`src/rtl/lia_pkg.sv`:
```
// rtl/lia_pkg.sv - shared state encoding and default widths for the lock-in sweep controller
package lia_pkg;

    localparam int DEF_PHASE_WIDTH = 32;
    localparam int DEF_MIXER_WIDTH = 24;
    localparam int DEF_CNT_WIDTH   = 16;
    localparam int DEF_ACC_WIDTH   = DEF_MIXER_WIDTH + DEF_CNT_WIDTH;

    typedef enum logic [1:0] {
        ST_IDLE      = 2'd0,
        ST_SETTLE    = 2'd1,
        ST_INTEGRATE = 2'd2,
        ST_RESULT    = 2'd3
    } lia_state_e;

endpackage

```
`src/rtl/lia_iq_accumulator.sv`:
```
// rtl/lia_iq_accumulator.sv - dual-channel I/Q integrate-and-dump with clear, enable and sample count
module lia_iq_accumulator
    import lia_pkg::*;
#(
    parameter int MIXER_WIDTH = DEF_MIXER_WIDTH,
    parameter int CNT_WIDTH   = DEF_CNT_WIDTH,
    parameter int ACC_WIDTH   = DEF_ACC_WIDTH
) (
    input  logic                        clk,
    input  logic                        rst,
    input  logic                        clr_i,
    input  logic                        en_i,
    input  logic signed [MIXER_WIDTH-1:0] i_i,
    input  logic signed [MIXER_WIDTH-1:0] q_i,
    output logic signed [ACC_WIDTH-1:0] sum_i_o,
    output logic signed [ACC_WIDTH-1:0] sum_q_o,
    output logic        [CNT_WIDTH-1:0] count_o
);

    logic signed [ACC_WIDTH-1:0] acc_i_q;
    logic signed [ACC_WIDTH-1:0] acc_q_q;
    logic        [CNT_WIDTH-1:0] count_q;
    logic signed [ACC_WIDTH-1:0] ext_i;
    logic signed [ACC_WIDTH-1:0] ext_q;

    assign ext_i = {{(ACC_WIDTH-MIXER_WIDTH){i_i[MIXER_WIDTH-1]}}, i_i};
    assign ext_q = {{(ACC_WIDTH-MIXER_WIDTH){q_i[MIXER_WIDTH-1]}}, q_i};

    // Sums include the presented sample so the caller can capture the final total in the same cycle.
    assign sum_i_o = acc_i_q + ext_i;
    assign sum_q_o = acc_q_q + ext_q;
    assign count_o = count_q;

    always_ff @(posedge clk or posedge rst) begin
        if (rst) begin
            acc_i_q <= '0;
            acc_q_q <= '0;
            count_q <= '0;
        end else if (clr_i) begin
            acc_i_q <= '0;
            acc_q_q <= '0;
            count_q <= '0;
        end else if (en_i) begin
            acc_i_q <= sum_i_o;
            acc_q_q <= sum_q_o;
            count_q <= count_q + CNT_WIDTH'(1);
        end
    end

endmodule

```
`src/rtl/lia_sweep_controller.sv`:
```
// rtl/lia_sweep_controller.sv - frequency-sweep sequencer: step NCO, settle, integrate I/Q, hand off result
module lia_sweep_controller
    import lia_pkg::*;
#(
    parameter int PHASE_WIDTH = DEF_PHASE_WIDTH,
    parameter int MIXER_WIDTH = DEF_MIXER_WIDTH,
    parameter int CNT_WIDTH   = DEF_CNT_WIDTH,
    parameter int ACC_WIDTH   = DEF_ACC_WIDTH
) (
    input  logic                          clk,
    input  logic                          rst,
    input  logic                          start,
    input  logic                          abort,
    input  logic        [PHASE_WIDTH-1:0] f_start,
    input  logic        [PHASE_WIDTH-1:0] f_step,
    input  logic        [CNT_WIDTH-1:0]   n_points,
    input  logic        [CNT_WIDTH-1:0]   settle_cycles,
    input  logic        [CNT_WIDTH-1:0]   integ_samples,
    output logic        [PHASE_WIDTH-1:0] phase_increment,
    input  logic signed [MIXER_WIDTH-1:0] mixer_i_in,
    input  logic signed [MIXER_WIDTH-1:0] mixer_q_in,
    input  logic                          mixer_valid,
    output logic signed [ACC_WIDTH-1:0]   result_i,
    output logic signed [ACC_WIDTH-1:0]   result_q,
    output logic        [CNT_WIDTH-1:0]   result_idx,
    output logic                          result_valid,
    input  logic                          result_ready,
    output logic                          busy,
    output logic                          done
);

    lia_state_e state_q, state_d;

    logic [PHASE_WIDTH-1:0] phase_q, phase_d;
    logic [PHASE_WIDTH-1:0] step_q, step_d;
    logic [CNT_WIDTH-1:0]   npts_q, npts_d;
    logic [CNT_WIDTH-1:0]   settle_q, settle_d;
    logic [CNT_WIDTH-1:0]   integ_q, integ_d;
    logic [CNT_WIDTH-1:0]   idx_q, idx_d;
    logic [CNT_WIDTH-1:0]   settle_cnt_q, settle_cnt_d;

    logic signed [ACC_WIDTH-1:0] res_i_q, res_i_d;
    logic signed [ACC_WIDTH-1:0] res_q_q, res_q_d;
    logic        [CNT_WIDTH-1:0] res_idx_q, res_idx_d;
    logic                        res_valid_q, res_valid_d;
    logic                        done_q, done_d;

    logic                        acc_clr;
    logic                        acc_en;
    logic signed [ACC_WIDTH-1:0] sum_i;
    logic signed [ACC_WIDTH-1:0] sum_q;
    logic        [CNT_WIDTH-1:0] acc_count;

    lia_iq_accumulator #(
        .MIXER_WIDTH (MIXER_WIDTH),
        .CNT_WIDTH   (CNT_WIDTH),
        .ACC_WIDTH   (ACC_WIDTH)
    ) u_acc (
        .clk     (clk),
        .rst     (rst),
        .clr_i   (acc_clr),
        .en_i    (acc_en),
        .i_i     (mixer_i_in),
        .q_i     (mixer_q_in),
        .sum_i_o (sum_i),
        .sum_q_o (sum_q),
        .count_o (acc_count)
    );

    always_comb begin
        state_d      = state_q;
        phase_d      = phase_q;
        step_d       = step_q;
        npts_d       = npts_q;
        settle_d     = settle_q;
        integ_d      = integ_q;
        idx_d        = idx_q;
        settle_cnt_d = settle_cnt_q;
        res_i_d      = res_i_q;
        res_q_d      = res_q_q;
        res_idx_d    = res_idx_q;
        res_valid_d  = res_valid_q;
        done_d       = 1'b0;
        acc_clr      = 1'b0;
        acc_en       = 1'b0;

        unique case (state_q)
            ST_IDLE: begin
                if (start && (n_points != '0) && (integ_samples != '0)) begin
                    phase_d      = f_start;
                    step_d       = f_step;
                    npts_d       = n_points;
                    settle_d     = settle_cycles;
                    integ_d      = integ_samples;
                    idx_d        = '0;
                    settle_cnt_d = settle_cycles;
                    state_d      = ST_SETTLE;
                end
            end
            ST_SETTLE: begin
                if (settle_cnt_q == '0) begin
                    acc_clr = 1'b1;
                    state_d = ST_INTEGRATE;
                end else begin
                    settle_cnt_d = settle_cnt_q - CNT_WIDTH'(1);
                end
            end
            ST_INTEGRATE: begin
                if (mixer_valid) begin
                    acc_en = 1'b1;
                    // integ_q is nonzero here, so integ_q-1 never underflows.
                    if (acc_count == integ_q - CNT_WIDTH'(1)) begin
                        res_i_d     = sum_i;
                        res_q_d     = sum_q;
                        res_idx_d   = idx_q;
                        res_valid_d = 1'b1;
                        state_d     = ST_RESULT;
                    end
                end
            end
            ST_RESULT: begin
                if (result_ready) begin
                    res_valid_d = 1'b0;
                    if (idx_q == npts_q - CNT_WIDTH'(1)) begin
                        done_d  = 1'b1;
                        state_d = ST_IDLE;
                    end else begin
                        idx_d        = idx_q + CNT_WIDTH'(1);
                        phase_d      = phase_q + step_q;
                        settle_cnt_d = settle_q;
                        state_d      = ST_SETTLE;
                    end
                end
            end
            default: state_d = ST_IDLE;
        endcase

        // Abort overrides everything above, including a same-cycle start or final handshake.
        if (abort) begin
            state_d     = ST_IDLE;
            phase_d     = phase_q;
            res_valid_d = 1'b0;
            done_d      = 1'b0;
            acc_en      = 1'b0;
        end
    end

    always_ff @(posedge clk or posedge rst) begin
        if (rst) begin
            state_q      <= ST_IDLE;
            phase_q      <= '0;
            step_q       <= '0;
            npts_q       <= '0;
            settle_q     <= '0;
            integ_q      <= '0;
            idx_q        <= '0;
            settle_cnt_q <= '0;
            res_i_q      <= '0;
            res_q_q      <= '0;
            res_idx_q    <= '0;
            res_valid_q  <= 1'b0;
            done_q       <= 1'b0;
        end else begin
            state_q      <= state_d;
            phase_q      <= phase_d;
            step_q       <= step_d;
            npts_q       <= npts_d;
            settle_q     <= settle_d;
            integ_q      <= integ_d;
            idx_q        <= idx_d;
            settle_cnt_q <= settle_cnt_d;
            res_i_q      <= res_i_d;
            res_q_q      <= res_q_d;
            res_idx_q    <= res_idx_d;
            res_valid_q  <= res_valid_d;
            done_q       <= done_d;
        end
    end

    assign phase_increment = phase_q;
    assign result_i        = res_i_q;
    assign result_q        = res_q_q;
    assign result_idx      = res_idx_q;
    assign result_valid    = res_valid_q;
    assign busy            = (state_q != ST_IDLE);
    assign done            = done_q;

endmodule

```
`config.mk`:
```
export PLATFORM = sky130hd
export DESIGN_NAME = lia_sweep_controller
export DESIGN_NICKNAME = d
export VERILOG_FILES = /design/src/rtl/lia_pkg.sv /design/src/rtl/lia_iq_accumulator.sv /design/src/rtl/lia_sweep_controller.sv
export SDC_FILE = /design/constraint.sdc
export NUM_CORES = 1
export LEC_CHECK = 0
export ABC_AREA = 1
export BUFFER_PORTS_ARGS = -buffer_cell sky130_fd_sc_hd__clkbuf_2
export CORE_MARGIN = 3
export CORE_UTILIZATION = 48
export CTS_BUF_LIST = sky130_fd_sc_hd__clkbuf_8 sky130_fd_sc_hd__clkbuf_16
export CTS_CLUSTER_DIAMETER = 30
export DETAILED_ROUTE_END_ITERATION = 10
export GPL_TIMING_DRIVEN = 0
export PLACE_DENSITY = 0.71
export SKIP_LAST_GASP = 1
export SYNTH_ARGS = -nofsm -noshare
export SYNTH_HDL_FRONTEND = slang
export SYNTH_SLANG_ARGS = --single-unit
export TNS_END_PERCENT = 50
```
`constraint.sdc`:
```
create_clock -name clk -period 13.4 [get_ports clk]
set_input_delay 2.01 -clock clk [delete_from_list [all_inputs] [get_ports clk]]
set_output_delay 2.01 -clock clk [all_outputs]
set_load 0.01 [all_outputs]
```
## After elaboration in Yosys (flattened, before gate mapping)

Index checks and enable logic that the tools add are counted.

| cells by class | value |
|---|---|
| add/subtract/negate cells | 8 |
| eq/ne operators | 14 |
| mux-type cells | 41 |
| bitwise operators | 1 |
| reduce and logical (&&, ||, !) cells | 18 |

Operator list:

| cell | count |
|---|---|
| $mux W40 | 4 |
| $mux W16 | 9 |
| $mux W32 | 3 |
| $add A40 B24 Y40 | 2 |
| $pmux W32 S2 | 1 |
| $pmux W16 S3 | 1 |
| $sub A16 B1 Y16 const B | 3 |
| $add A16 B1 Y16 const B | 2 |
| $add A32 B32 Y32 | 1 |
| $eq A16 B16 Y1 | 2 |
| $pmux W16 S2 | 1 |
| $reduce_bool A16 Y1 | 2 |
| $logic_not A16 Y1 | 1 |
| $ne A3 B3 Y1 const B | 5 |
| $reduce_and A5 Y1 | 3 |
| $mux W1 | 14 |
| $mux W2 | 6 |
| $ne A2 B2 Y1 const B | 4 |
| $pmux W2 S4 | 1 |
| $reduce_and A4 Y1 | 2 |
| $reduce_bool A2 Y1 | 3 |
| $reduce_bool A3 Y1 | 2 |
| $eq A2 B2 Y1 const B | 2 |
| $reduce_and A3 Y1 | 1 |
| other kinds (6) | 7 |

| storage, ports and cells | value |
|---|---|
| bits in registers | 340 |
| input bits | 166 |
| word-level logic and storage cells | 98 |

## Logic depth before layout (Yosys ltp)

| depth | value |
|---|---|
| word-level depth | 6 |
| depth in mapped cells | 17 |
| depth with buffers taken out | 17 |

## Modules after synthesis

Synthesis repeated with hierarchy kept, for this count alone.

| second synthesis, totals | value |
|---|---|
| cell total of the unflattened synthesis | 3,676 |
| area total of the unflattened synthesis | 24,623.6 um^2 |

Modules (own cells, without submodules):

| module | instances | cells an instance | area each (um^2) | seq. area each (um^2) |
|---|---|---|---|---|
| lia_sweep_controller | 1 | 1,973 | 14,569.0 | 6,105.9 |
| lia_iq_accumulator | 1 | 1,703 | 10,054.6 | 2,402.3 |

## Least setup slack after synthesis

No wires, ideal clock.

| timing | value |
|---|---|
| path kind | input to register |
| start | input port mixer_i_in[0] |
| end | register u_acc.acc_i_q[30] |
| arrival | 3.665 ns |
| path slack | 9.614 ns |
| stages | 12 |
| path buffers | 0 |
| path through | ha_1 > inv_1 > fa_1 > inv_1 > nand3_1 > nor2_1 > nor2_1 > o21ai_0 > nand3_1 > nand3_1 > nand2_1 > a22o_1 |

| on the way | value |
|---|---|
| longest elaborated chain between the ends | 3 |

Ends and longest elaborated chain:

| what | line | text |
|---|---|---|
| start, declared | lia_sweep_controller.sv:20 | `input logic signed [MIXER_WIDTH-1:0] mixer_i_in,` |
| $add A40 B24 Y40 | lia_iq_accumulator.sv:30 | `assign sum_i_o = acc_i_q + ext_i;` |
| $mux W40 | lia_iq_accumulator.sv:43 | `end else if (en_i) begin` |
| $mux W40 | lia_iq_accumulator.sv:39 | `end else if (clr_i) begin` |
| end signal, assigned | lia_iq_accumulator.sv:44 | `acc_i_q <= sum_i_o;` |
| end, declared | lia_iq_accumulator.sv:20 | `logic signed [ACC_WIDTH-1:0] acc_i_q;` |

No other way between the ends. The select of a mux whose other input is x is not followed.
A chain may end at the register's enable or synchronous reset.

## Worst setup path in the final report

| timing | value |
|---|---|
| start | input port n_points[15] |
| end | register npts_q[7] |

| on the way | value |
|---|---|
| longest elaborated chain between the ends | 4 |

Ends and longest elaborated chain:

| what | line | text |
|---|---|---|
| start, declared | lia_sweep_controller.sv:16 | `input logic [CNT_WIDTH-1:0] n_points,` |
| $reduce_bool A16 Y1 | lia_sweep_controller.sv:89 | `if (start && (n_points != '0) && (integ_samples != '0)) begin` |
| $logic_and A1 B1 Y1 (2 in series) | lia_sweep_controller.sv:89 |  |
| $reduce_and A2 Y1 (no line) | -- |  |
| end signal, assigned | lia_sweep_controller.sv:167 | `npts_q <= npts_d;` |
| end, declared | lia_sweep_controller.sv:36 | `logic [CNT_WIDTH-1:0] npts_q, npts_d;` |

No other way between the ends.

==> impl_results.md <==
- Multi-input gate area: between 10000 and 15000 um^2
- Cell row count: 80
- 1st-iter DRT viols: 1923
- Grt ovf: 0
- Path category of the worst min-delay check: flip-flop to flip-flop
- Core ar.: 48150 um^2
- Full die area: 51890 um^2
- Post-synthesis mux area share: 0.02480
- Vias in the first global route: 22940
- Final core utilization: 0.6005
- #FFs+latches synth: 340
- Synth top area share: 0.3603
- Syn. warnings: 0
- Clock-pin slew on the worst setup and hold paths: 0.04 ns
- Met1 WL: approximately 34000 um
- Seq. cell area: around 8500 um^2
- Largest family of logic cells by synthesized area: simple AND/OR/NAND/NOR gates
- Simple-gate share of the synthesized area: 0.3116
- CP required: between 10 and 15 ns
- Largest net degree at the start of global routing: 122
- Critical Path AT: 4.60 ns
- Placed inst area: 25980 um^2
- Synth Area in XOR/XNOR: 0.04006
- CP max FO: 10
- WL per Instance: 17.23 um
- Syn nets: 3602
- # fillers: 4596
- Post-synth top area cell: dfrtp_1
- Final ANT Viol Nets: 0
- Ant diodes: 0
- # IOs: 297
- Total vias in the final route: roughly 24000
- Vias per cell: roughly 5.3
- Die Height: 227.8 um
- CP Launch Type: input port
- Most numerous cell in the Yosys netlist: nand2_1
- Clock Path Buffers: 3
- Synth Cell Area: around 24000 um^2
- Minimum clock period after layout: 4.141 ns
- Max-cap violations: 0
- CTS Hold Bufs: 0
- Root buf cell: clkbuf_16
- Gr usage total: 0.2900
- Top FF cell, synth: dfrtp_1
- Commonest cells post-synth: nand2_1, dfrtp_1, inv_1
- Routed wl met3: 5072 um
- WS Path Type: input port to flip-flop
- Bufs and invs on worst path: 5
- Cell Chain, Critical Path: clkbuf_2, inv_1, nand4_1, nor2_1, nand3_1, nand3_1, inv_1, nand2_1, clkbuf_1, clkbuf_1, a21oi_1
- Post-Syn Area per Cell: roughly 7.1 um^2
- H-tree depth: 3
- Antenna violations before repair: 0
- Met2 wire length: between 30000 and 40000 um
- Final-report setup violation count: 0
- Max Slew Vio Count: 0
- Post-Syn Instances: between 3000 and 4000
- Initial Util: 0.4905
- Worst path slowest cell: clkbuf_1
- Static Leak: roughly 15 nW
- Routed WL: 76180 um
- Part of the cycle the worst path needs: 0.3090
- Top cells by area, synth: dfrtp_1, nand2_1, ha_1
- Share of layout cells above drive strength 1: 0.1520
- Adder-cell share of the synthesized area: 0.06560
- DR top layer: met4
- Die X: ~230 um
- Maximum resistive drop on vdd: approximately 0.14 mV
- Distinct cells, synth: 51
- Fin area: 28910 um^2
- Kind of cell adding the most delay to the critical path: buffers and inverters
- Slew headroom: 0.3851
- Status: finished clean
- Synth Area in Compound Gates: 0.1245
- Clk_skew: between 0.02 and 0.03 ns
- Max Fclk: between 0.2 and 0.25 GHz
- # port buffers: 296
- RSZ-0062 raised after global routing: false
- Final nets: 3986
- Synth-to-layout area growth: 22.44%
- Worst skew pair latency: 0.62 ns
- Placer Congestion: 1.003
- CTS buffer count: 84
- Critical Path Sink Type: flip-flop
- DRC: 0
- Clock sinks: 340
- First-pass GRT wire length: about 120000 um
- CTS tree: yes
- DP HPWL: between 50000 and 60000 um
- Post-synthesis sequential area ratio: 0.3603
- Number of flops mapped to enable cells by yosys: 0
- DRT Pass-1 Iters: 5
- Final hold vios: 0
- Cts repair resizes: 0
- Crit path largest cell delay: 0.58 ns
- Post-CTS setup buffers: 0
- Async set-reset flop share out of synthesis: 1.000
- Worst-Margin Slew: 0.9127 ns
- PD cells: 238.4 nW/um^2
## final timing paths
check / from / end / slack (ns) / cells after the start
max: n_points[15] / npts_q[7]$_DFFE_PP0P_ / 9.26 / 11
min: result_idx[4]$_DFFE_PP0P_ / result_idx[4]$_DFFE_PP0P_ / 0.47 / 2
max reg2reg: phase_increment[0]$_DFFE_PP0P_ / phase_increment[30]$_DFFE_PP0P_ / 10.24 / 17
min reg2reg: result_idx[4]$_DFFE_PP0P_ / result_idx[4]$_DFFE_PP0P_ / 0.47 / 2
max in group asynchronous: rst / u_acc.acc_q_q[35]$_DFFE_PP0P_ / 10.74 / 3
min in group asynchronous: rst / npts_q[10]$_DFFE_PP0P_ / 1.56 / 2
## final cells by class
cell class | count | area share
Buffer | 85 | 0.01510
Clock buffer | 99 | 0.08023
Clock inverter | 53 | 0.02125
Inverter | 344 | 0.04492
Multi-Input combinational cell | 2545 | 0.4627
Sequential cell | 340 | 0.2943
Tap cell | 656 | 0.02839
Timing Repair Buffer | 298 | 0.05314
## sequential cells by signal (all words and copies together) (netlist names), 32 cells and up
name,cells
phase_increment,32
result_i,40
result_q,40
step_q,32
u_acc.acc_i_q,40
u_acc.acc_q_q,40
## cell families after synthesis
kind of cell / after synthesis
AOI/OAI and AO/OA: 502
xor gates and xnor gates: 108
and+or+nand+nor: 1761
buffers and inverters: 429
DFF: 340
adders and majority gates: 122
muxes: 52
## worst min-delay path, stage by stage, from the launching register on
cell,delay (ns)
dfrtp_1,0.33
nand2_1,0.05
nand2_1,0.05
## per-stage QoR
stage	setup TNS, ns	hold WS [ns]	power, mW	cells	setup slack [ns]
2_1_floorplan	0	0.4528	3.891	3314	1.967
5_1_grt	0	0.4944	7.434	4420	9.099
3_5_place_dp	0	0.4662	4.744	4268	8.602
3_3_place_gp	-696.25	0.4624	4.711	4266	-2.100
6_report	0	0.4722	6.893	4420	9.259
4_1_cts	0	0.4781	6.872	4420	9.213
## report_power, final
group	switching, mW	leakage [nW]	internal, mW
registers	0.263	4.37	1.34
clock network	0.636	1.48	1.45
logic	2.08	9.20	1.13
total	2.97	15.1	3.92
## cells in the final DEF (no fill, tap or decap), drive strengths merged, types with 14 or more instances in the layout
cell type	netlist	layout
dfrtp	340	340
nor2	333	333
nand3	270	270
o21ai	168	168
nor3	52	52
inv	343	358
clkbuf	43	438
o21bai	20	20
xnor2	34	34
a21oi	166	166
buf	42	44
ha	119	119
mux2	52	52
a22o	15	15
a22oi	14	14
nand4	46	46
xor2	74	74
clkinv	1	21
nand2	1016	1016
o21a	75	75
## per-layer routing
metal  global-route usage  up-vias
li1                     -    11660
met1               0.3876    10950
met2               0.4667      821
met3              0.05564      186
met4               0.1128        0
met5                    0        -
Note: power is estimated with default switching activity, not from simulation.
